<file path="src/rtl/pwm_capture.sv">
// pwm_capture: measures high time, period and 8-bit duty ratio of an external PWM input.
// Define PWM_CAPTURE_FILTER_EN to add a FILTER_CYC-sample glitch filter after the synchronizer.
module pwm_capture #(
    parameter int               CNT_W       = 16,
    parameter logic [CNT_W-1:0] TIMEOUT_CYC = 16'd50000,
    parameter int               FILTER_CYC  = 3
) (
    input  logic             clock,
    input  logic             reset_n,
    input  logic             capture_enable,
    input  logic             pwm_in,
    output logic [CNT_W-1:0] high_count,
    output logic [CNT_W-1:0] period_count,
    output logic [7:0]       duty_ratio,
    output logic             meas_done,
    output logic             signal_lost,
    output logic             overrun
);

    typedef enum logic [1:0] {IDLE, WAIT_RISE, HIGH, LOW} state_t;

    localparam logic [CNT_W-1:0] CNT_MAX = '1;
    localparam logic [CNT_W-1:0] ONE     = 1;

    if (FILTER_CYC < 1 || FILTER_CYC > 255 || TIMEOUT_CYC == CNT_MAX) begin : g_param_check
        $error("pwm_capture: FILTER_CYC must be 1..255 and TIMEOUT_CYC below counter max");
    end

    logic sync1_q, sync2_q, prev_q;
    logic level, rise, fall, edge_seen;

    always_ff @(posedge clock or negedge reset_n) begin
        if (!reset_n) begin
            sync1_q <= 1'b0;
            sync2_q <= 1'b0;
        end else begin
            sync1_q <= pwm_in;
            sync2_q <= sync1_q;
        end
    end

`ifdef PWM_CAPTURE_FILTER_EN
    logic       filt_q;
    logic [7:0] fcnt_q;

    // Level flips only after FILTER_CYC consecutive samples disagree with it.
    always_ff @(posedge clock or negedge reset_n) begin
        if (!reset_n) begin
            filt_q <= 1'b0;
            fcnt_q <= '0;
        end else if (sync2_q == filt_q) begin
            fcnt_q <= '0;
        end else if (fcnt_q == 8'(FILTER_CYC - 1)) begin
            filt_q <= sync2_q;
            fcnt_q <= '0;
        end else begin
            fcnt_q <= fcnt_q + 8'd1;
        end
    end

    assign level = filt_q;
`else
    assign level = sync2_q;
`endif

    always_ff @(posedge clock or negedge reset_n) begin
        if (!reset_n) prev_q <= 1'b0;
        else          prev_q <= level;
    end

    assign rise      = level & ~prev_q;
    assign fall      = ~level & prev_q;
    assign edge_seen = rise | fall;

    state_t           state_q;
    logic [CNT_W-1:0] cnt_q, high_raw_q, age_q;
    logic             div_busy_q;
    logic [3:0]       div_iter_q;
    logic [CNT_W-1:0] div_rem_q, div_per_q, div_high_q;
    logic [7:0]       div_quo_q;

    logic [CNT_W-1:0] cnt_inc_d, age_inc_d, rem_next_d;
    logic [CNT_W:0]   rem_shift_d, rem_sub_d;
    logic             rem_ge_d, div_last, div_free, div_done, timeout;

    assign cnt_inc_d   = (cnt_q == CNT_MAX) ? cnt_q : cnt_q + ONE;
    assign age_inc_d   = (age_q == CNT_MAX) ? age_q : age_q + ONE;
    assign rem_shift_d = {div_rem_q, 1'b0};
    assign rem_sub_d   = rem_shift_d - {1'b0, div_per_q};
    assign rem_ge_d    = rem_shift_d >= {1'b0, div_per_q};
    assign rem_next_d  = rem_ge_d ? rem_sub_d[CNT_W-1:0] : rem_shift_d[CNT_W-1:0];

    // The final divider cycle frees the divider, so a rise on that edge may reload it.
    assign div_last = (div_iter_q == 4'd8);
    assign div_free = !div_busy_q || div_last;
    assign div_done = div_busy_q && div_last && capture_enable;
    assign timeout  = capture_enable && (state_q != IDLE) && !edge_seen &&
                      (age_q >= TIMEOUT_CYC) && !signal_lost;

    always_ff @(posedge clock or negedge reset_n) begin
        if (!reset_n) begin
            state_q      <= IDLE;
            cnt_q        <= '0;
            high_raw_q   <= '0;
            age_q        <= '0;
            div_busy_q   <= 1'b0;
            div_iter_q   <= '0;
            div_rem_q    <= '0;
            div_per_q    <= '0;
            div_high_q   <= '0;
            div_quo_q    <= '0;
            high_count   <= '0;
            period_count <= '0;
            duty_ratio   <= '0;
            meas_done    <= 1'b0;
            signal_lost  <= 1'b0;
            overrun      <= 1'b0;
        end else begin
            meas_done <= 1'b0;
            age_q     <= (state_q == IDLE || edge_seen) ? '0 : age_inc_d;

            if (div_done) begin
                div_busy_q   <= 1'b0;
                high_count   <= div_high_q;
                period_count <= div_per_q;
                duty_ratio   <= div_quo_q;
                meas_done    <= 1'b1;
                signal_lost  <= 1'b0;
            end else if (div_busy_q) begin
                div_rem_q  <= rem_next_d;
                div_quo_q  <= {div_quo_q[6:0], rem_ge_d};
                div_iter_q <= div_iter_q + 4'd1;
            end

            case (state_q)
                IDLE: if (capture_enable) state_q <= WAIT_RISE;
                WAIT_RISE: if (rise) begin
                    cnt_q   <= ONE;
                    state_q <= HIGH;
                end
                HIGH: begin
                    cnt_q <= cnt_inc_d;
                    if (fall) begin
                        high_raw_q <= cnt_q;
                        state_q    <= LOW;
                    end
                end
                LOW: begin
                    if (rise) begin
                        if (div_free) begin
                            div_busy_q <= 1'b1;
                            div_iter_q <= '0;
                            div_rem_q  <= high_raw_q;
                            div_per_q  <= cnt_q;
                            div_high_q <= high_raw_q;
                            div_quo_q  <= '0;
                        end else begin
                            overrun <= 1'b1;
                        end
                        cnt_q   <= ONE;
                        state_q <= HIGH;
                    end else begin
                        cnt_q <= cnt_inc_d;
                    end
                end
                default: state_q <= IDLE;
            endcase

            // Timeout overrides a divide finishing on the same edge.
            if (timeout) begin
                signal_lost  <= 1'b1;
                duty_ratio   <= level ? 8'hFF : 8'h00;
                high_count   <= '0;
                period_count <= '0;
                meas_done    <= 1'b1;
                div_busy_q   <= 1'b0;
                state_q      <= WAIT_RISE;
            end

            if (!capture_enable) begin
                state_q    <= IDLE;
                div_busy_q <= 1'b0;
                overrun    <= 1'b0;
            end
        end
    end

endmodule

</file>
<file path="config.mk">
export PLATFORM = sky130hd
export DESIGN_NAME = pwm_capture
export DESIGN_NICKNAME = d
export VERILOG_FILES = /design/src/rtl/pwm_capture.sv
export SDC_FILE = /design/constraint.sdc
export NUM_CORES = 1
export LEC_CHECK = 0
export CORE_MARGIN = 2
export CORE_UTILIZATION = 61
export CTS_BUF_LIST = sky130_fd_sc_hd__clkbuf_4
export CTS_CLUSTER_DIAMETER = 30
export DETAILED_ROUTE_END_ITERATION = 6
export PLACE_DENSITY = 0.82
export RECOVER_POWER = 25
export SYNTH_ARGS = -nofsm -noshare
export SYNTH_HDL_FRONTEND = slang
export SYNTH_SLANG_ARGS = --single-unit
</file>
<file path="constraint.sdc">
create_clock -name clock -period 2.45 [get_ports clock]
set_input_delay 0.6125 -clock clock [delete_from_list [all_inputs] [get_ports clock]]
set_output_delay 0.6125 -clock clock [all_outputs]
set_load 0.05 [all_outputs]
</file>
==> summary.txt, run 1 <==
Run status
  • Status: complete, but fails checks
  • Failing checks: capacitance limit

STA
  • Clock skew: 0.0189 ns
  • Final max-slew violation count: 0
  • Final Hold Viols: 0
  • Period utilization: 96.8%
  • Tmin final: approximately 2.4 ns
  • Slew HR: 0.198%
  • Max Freq: 422 MHz
  • Worst slew pin tran: 1.50 ns
  • RSZ-0062 raised after global routing: yes
  • Endpoints failing setup: 0

Route
  • DRC viols: 0
  • Final WL: 17.4 mm
  • Drt pass-1 iters: 5
  • Iter 0 DRT Violations: around 420
  • Routed Antenna Nets: 0
  • Via/cell ratio: 5.95
  • Vias: 6104
  • WL per Instance: about 17 um

Pwr
  • Leakage: 3.93 nW
  • Peak supply drop: 0.490 mV
  • Power per cell area: 810 mW/mm2

Clock tree
  • H-tree lvl count: 4
  • CTS Sinks: roughly 160
  • Root Buffer: clkbuf_4
  • Skew-Pair Late Insertion Delay: between 0.5 and 0.6 ns
  • Clk slew on worst S/H paths: 0.12 ns
  • Clk buf depth: 2
  • TritonCTS Buffers: 17
  • CTS tree: done

Cells and area
  • Fin area: between 0.008 and 0.009 mm2
  • N_diodes: 0
  • Most common library cell in the layout ignoring fill and taps: nand2_1
  • Synth-to-Final Area Change: 14.4%
  • Layout cells sized above 1: 9.56%
  • Most frequent cells in the layout: nand2_1, dfrtp_1, a21oi_1
  • Utilization after layout: 71.7%
  • Nets: 896

Global route
  • First-pass GRT wire length: 29.0 mm
  • Initial antenna violation count: 0
  • Vias in the first global route: between 5000 and 6000
  • Largest net degree at the start of global routing: 60
  • Grt ovf: 0
  • Tot GR Track Use: between 20% and 30%

Logic synthesis
  • Post-synth top flop: dfrtp_1
  • Asr flop ratio synth: between 90% and 100%
  • Synth Area in Adders: between 4 and 5%
  • Synthesized Nets: roughly 830
  • Synth warn: 0
  • Netlist cell types: 58
  • Syn avg cell area: around 9.3 um2
  • Compound-Gate Fraction of Synth Area: 13.0%
  • Synthesized area: 0.00753 mm2
  • Post-synthesis mux area share: roughly 3.8%
  • Number of synthesized register bits: 157
  • Xor and xnor fraction of the mapped netlist area: 3.72%
  • Sequential fraction of the synthesis area: 52.2%
  • Post-synthesis simple-gate area fraction: about 20%
  • Synthesized netlist cell count: 806
  • Post-synth EDFFs: 0
  • Largest family of logic cells by synthesized area: simple AND/OR/NAND/NOR gates

Setup path
  • Worst r2r path cells: 10
  • Worst R2R End: div_rem_q[5]
  • Worst setup SP type: flop
  • WP buf/inv: 2
  • R2r setup slk: about 0.078 ns
  • Critical Path AT: 2.79 ns
  • Req. time, crit path: 2.87 ns
  • Worst path top cell family by delay: compound AO/OA/AOI/OAI gates
  • CP Max Fanout: 6
  • Setup crit end kind: flop
  • Crit-path cells: inv_1, ha_1, nor2_1, a211o_1, a21oi_2, nor3b_2, o21ai_4, buf_4, mux2i_1, o211ai_1
  • RR Startpoint: div_per_q[2]
  • Slowest cell on crit path: dfrtp_1
  • Kind of critical path: flop to flop
  • Largest stage delay on the critical path: 0.38 ns

Floorplanning
  • I/O Pins: 47
  • Initial core utilization: a little over three fifths
  • Die Y-Extent: 115 um
  • Rows: 40
  • Die X: ~120 um
  • Area of the core: approximately 0.012 mm2
  • Die ar.: 0.0132 mm2

Hold path
  • Hold path start: sync1_q
  • Worst hold path class: flop to flop
  • WHS Endpoint: level
  • Worst Hold Depth: 0

Placement
  • Gp weighted congestion: 0.945
  • Number of buffers added on ports: 46
  • Detailed Place HPWL: 12.9 mm
  • Area of placed instances: 0.00831 mm2

Job
  • Max Cap Viol: 1
## cell usage after synthesis (2+ instances only)
master / count / area [um2]
nand2b_1: 4 / 25.0
nor3_1: 8 / 40.0
dfrtp_1: 157 / 3930
a211o_1: 2 / 17.5
o21ai_0: 32 / 160
ha_1: 23 / 288
o211ai_1: 10 / 75.1
nor2b_1: 3 / 18.8
nand4_1: 7 / 43.8
and3_1: 7 / 43.8
inv_1: 29 / 109
or3_1: 7 / 43.8
a211oi_1: 3 / 22.5
a31oi_1: 17 / 106
o21a_1: 8 / 60.1
xor2_1: 13 / 114
nand2_1: 216 / 811
xnor2_1: 19 / 166
o211a_1: 2 / 20.0
or2_2: 2 / 12.5
nand3_1: 16 / 80.1
mux2i_1: 14 / 140
nor2_1: 50 / 188
a21oi_1: 64 / 320
clkbuf_1: 30 / 113
and2_1: 4 / 25.0
mux2_2: 13 / 146
o22ai_1: 7 / 43.8
a21o_1: 2 / 15.0
nand3b_1: 3 / 22.5
and4_1: 3 / 26.3
nor4_1: 5 / 31.3
## cell families after synthesis
family	after synthesis
compound gates	161
xor+xnor	32
fa+ha+maj	24
buf+inv	62
flops	157
mux	27
simple gates	343
## where the power goes
| part | leakage, nW | total, W | switching [W] | internal (W) |
|---|---|---|---|---|
| Clock | 0.154 | 0.00153 | 0.000834 | 0.000700 |
| Sequential | 2.14 | 0.00306 | 0.000246 | 0.00282 |
| Combinational | 1.64 | 0.00237 | 0.00132 | 0.00105 |
| Total | 3.93 | 0.00697 | 0.00240 | 0.00457 |
## area by class of cell
class                   instances  area, um2
inverters                      29        109
repair buffers                 76        741
fillers                       908       3400
flip-flops and latches        157       3930
clock buffers                  19        143
well taps                     147        184
clock inverters                11        126
multi-input cells             587       3380
## registers in the layout, indices dropped and copies added, names as in the netlist, 2 cells and up
register	cells
div_quo_q	8
period_count	16
div_per_q	16
div_rem_q	16
div_iter_q	4
cnt_q	16
high_count	16
age_q	16
state_q	2
div_high_q	16
duty_ratio	8
high_raw_q	16
## through the flow
step,std cells,setup WS (ns),TNS (ns),hold slack (ns),total power (W)
floorplan,806,0.225,0,0.317,0.00480
global placement,993,0.135,0,0.337,0.00533
detailed placement,993,0.0961,0,0.349,0.00542
CTS,1024,0.0225,0,0.378,0.00696
global route,1026,-0.0355,-0.0904,0.384,0.00740
finish,1026,0.0778,0,0.388,0.00697
## worst max path at each step
stage                           startpoint               end  cells after the start
after floorplan               div_rem_q[3]     div_rem_q[15]                      8
after global placement        div_rem_q[3]     div_rem_q[15]                      8
after detailed placement      div_per_q[1]      div_rem_q[5]                     10
after CTS                 period_count[11]  period_count[11]                      1
after global routing          div_per_q[3]     div_rem_q[10]                     10
final                         div_per_q[2]      div_rem_q[5]                     10
## what timing repair did
action / 4_1_cts / 5_1_grt
gates cloned: 0 / 0
endpoints found under the setup margin: 1 / 16
resized for setup: 1 / 3
pin swaps: 0 / 3
hold endpoints to repair: 3 / 0
hold buffers: 1 / 0
setup buffers: 0 / 2
## per-layer routing
layer / vias to the layer above / global-route usage (%) / wire length, um
met5: - / 0 / 0
met4: 0 / 7.47 / 276
met3: 22 / 6.59 / 1120
met2: 180 / 43.5 / 8140
met1: 3037 / 41.2 / 7870
li1: 2865 / - / -
Note: power is estimated with default switching activity, not from simulation.
==> inputs of run 2 (changes only) <==
Settings changed: CTS_CLUSTER_DIAMETER 30 to 150, HOLD_SLACK_MARGIN set to 0.02.
==> results of run 2 <==
No change in the layout: final DEF, timing and power equal those of run 1.
==> inputs of run 3 (changes only) <==
Clock period 2.45 ns to 2.3 ns, I/O delays scaled along.
==> summary.txt, run 3 (synthesis results as in run 1) <==
Floorplanning
  • I/O Pins: 47 (unchanged)
  • Die X: 115 um (unchanged)
  • Area of the core: 0.0120 mm2 (unchanged)
  • Die ar.: 0.0132 mm2 (unchanged)
  • Initial core utilization: 62.7% (unchanged)
  • Rows: 40 (unchanged)
  • Die Y-Extent: 115 um (unchanged)

Pwr
  • Pint: 0.00540 W (+18%)
  • Sequential share of power: 40.0% (-3.9 points)
  • Sw Share: 34.0% (-0.47 points)
  • Clock power frac: 22.2% (+0.2 points)
  • Comb power frac: 37.8% (+3.7 points)
  • Power per cell area: 919 mW/mm2 (+13%)
  • P_sw: 0.00278 W (+16%)
  • Leakage: 4.24 nW (+7.9%)
  • Peak supply drop: 0.464 mV (-5.3%)

Setup path
  • Kind of critical path: flop to flop
  • Worst setup SP type: flop
  • Critical Path AT: 2.69 ns (-0.10 ns)
  • Setup crit end kind: flop
  • R2r setup slk: 0.04 ns (-0.03 ns)
  • CP Max Fanout: 5 (-1)
  • Req. time, crit path: 2.74 ns (-0.13 ns)

STA
  • Worst slew pin tran: 1.28 ns (-0.214 ns)
  • Final max-slew violation count: 0 (unchanged)
  • Period utilization: 98.0% (+1.2 points)
  • Final Hold Viols: 0 (unchanged)
  • Tmin final: 2.26 ns (-0.117 ns)
  • Max Freq: 443 MHz (+5.2%)
  • Clock skew: 0.0182 ns (-0.000709 ns)
  • Endpoints failing setup: 0 (unchanged)
  • RSZ-0062 raised after global routing: yes
  • Final worst slack: 0.0449 ns (-0.0328 ns)
  • Slew HR: 14.5% (+14 points)
  • TNS Setup: 0 ns (unchanged)

Route
  • DRC viols: 0 (unchanged)
  • Final WL: 17.8 mm (+2.0%)
  • Routed Antenna Nets: 0 (unchanged)
  • WL per Instance: 17.0 um (about the same)
  • Drt pass-1 iters: 5 (unchanged)
  • Via/cell ratio: 5.83 (-2.1%)
  • Iter 0 DRT Violations: 549 (+32%)
  • Vias: 6101 (-0.049%)

Placement
  • Detailed Place HPWL: 12.8 mm (-0.97%)
  • Area of placed instances: 0.00843 mm2 (+1.4%)
  • Gp weighted congestion: 0.941 (-0.47%)
  • Pre-CTS setup slack: -0.0677 ns (-0.164 ns)
  • Number of buffers added on ports: 46 (unchanged)

Clock tree
  • Clk buf depth: 2 (unchanged)
  • H-tree lvl count: 4 (unchanged)
  • Clk slew on worst S/H paths: 0.12 ns (about the same)
  • Skew-Pair Late Insertion Delay: 0.56 ns (about the same)
  • TritonCTS Buffers: 17 (unchanged)
  • Root Buffer: clkbuf_4
  • CTS tree: done
  • CTS Sinks: 157 (unchanged)

Global route
  • Largest net degree at the start of global routing: 50 (-17%)
  • Vias in the first global route: 5992 (+4.2%)
  • Initial antenna violation count: 0 (unchanged)
  • Tot GR Track Use: 28.7% (+0.30 points)
  • First-pass GRT wire length: 29.3 mm (+1.1%)
  • Grt ovf: 0 (unchanged)

Job
  • Max Cap Viol: 0 (-1)

Cells and area
  • Fillers: 847 (-6.7%)
  • Fin area: 0.00890 mm2 (+3.4%)
  • Most common library cell in the layout ignoring fill and taps: nand2_1
  • Most frequent cells in the layout: nand2_1, dfrtp_1, a21oi_1
  • Layout cells sized above 1: 14.4% (+4.9 points)
  • Nets: 915 (+2.1%)
  • N_diodes: 0 (unchanged)
  • Synth-to-Final Area Change: 18.2%

Hold path
  • Worst hold path class: flop to flop

Run status
  • Status: complete, no violations
[run 3: changes by cell type in the layout (fill, tap and decap cells not counted), sizes merged]
cell           change
buf               +18
bufinv             +1
clkbuf             +1
clkdlybuf4s50     -42
clkinv             -3
clkinvlp           +4
dlygate4sd2       +42
[run 3: area by class of cell]
cell class	count	area, um2	share of cell area (%)
Clock buffer	19	143	1.60
Tap cell	147	184	2.07
Sequential cell	157	3930	44.2
Clock inverter	13	173	1.94
Inverter	29	109	1.22
Timing Repair Buffer	95	838	9.42
Multi-Input combinational cell	587	3520	39.6
[run 3: worst paths after layout]
path / start / cells after the start / to
min in group asynchronous: reset_n / 2 / div_high_q[11]
setup reg to reg: div_per_q[2] / 10 / div_rem_q[14]
setup / recovery: div_per_q[2] / 10 / div_rem_q[14]
hold reg to reg: sync1_q / 0 / level
hold / removal: sync1_q / 0 / level
max in group asynchronous: reset_n / 3 / high_raw_q[3]
[run 3: power by group through the flow]
| stage | combinational [W] | clock [W] | sequential, W |
|---|---|---|---|
| 2_1_floorplan | 0.00189 | 0 | 0.00322 |
| 3_5_place_dp | 0.00263 | 0 | 0.00329 |
| 3_3_place_gp | 0.00257 | 0 | 0.00327 |
| 4_1_cts | 0.00270 | 0.00184 | 0.00325 |
| 6_report | 0.00309 | 0.00181 | 0.00327 |
| 5_1_grt | 0.00339 | 0.00195 | 0.00330 |
[run 3: metal layers]
layer | track usage [%] | vias up | routed length (um) | share of wire (%)
li1 | - | 2909 | - | -
met3 | 6.27 | 26 | 1070 | 6.0
met1 | 39.4 | 2989 | 7910 | 45
met2 | 45.2 | 177 | 8480 | 48
met5 | 0 | - | 0 | 0
met4 | 11.0 | 0 | 293 | 1.7
[run 3: metrics by stage]
| stage | cells | total power [W] | hold WS [ns] | util (%) |
|---|---|---|---|---|
| 2_1_floorplan | 806 | 0.00511 | 0.279 | - |
| 3_3_place_gp | 1005 | 0.00584 | 0.338 | 70.2 |
| 3_5_place_dp | 1005 | 0.00592 | 0.343 | 70.2 |
| 4_1_cts | 1039 | 0.00779 | 0.372 | 72.8 |
| 5_1_grt | 1047 | 0.00864 | 0.378 | 74.1 |
| 6_report | 1047 | 0.00818 | 0.370 | 74.1 |
[run 3: critical path, stage by stage (launching register included)]
cell	delay, ns
dfrtp_1	0.41
inv_1	0.13
ha_4	0.24
nor2b_2	0.16
o31a_1	0.33
buf_4	0.17
o2111ai_1	0.21
nand3_1	0.14
xor2_1	0.16
mux2i_1	0.13
a21oi_1	0.08
[run 3: timing repair]
| action | in CTS | in global routing |
|---|---|---|
| setup buffers | 1 | 8 |
| resized for setup | 46 | 26 |
| endpoints found under the setup margin | 52 | 21 |
| cloned | 0 | 0 |
| endpoints found under the hold margin | 46 | 0 |
| hold buffers | 1 | 0 |
| pin swaps | 3 | 7 |
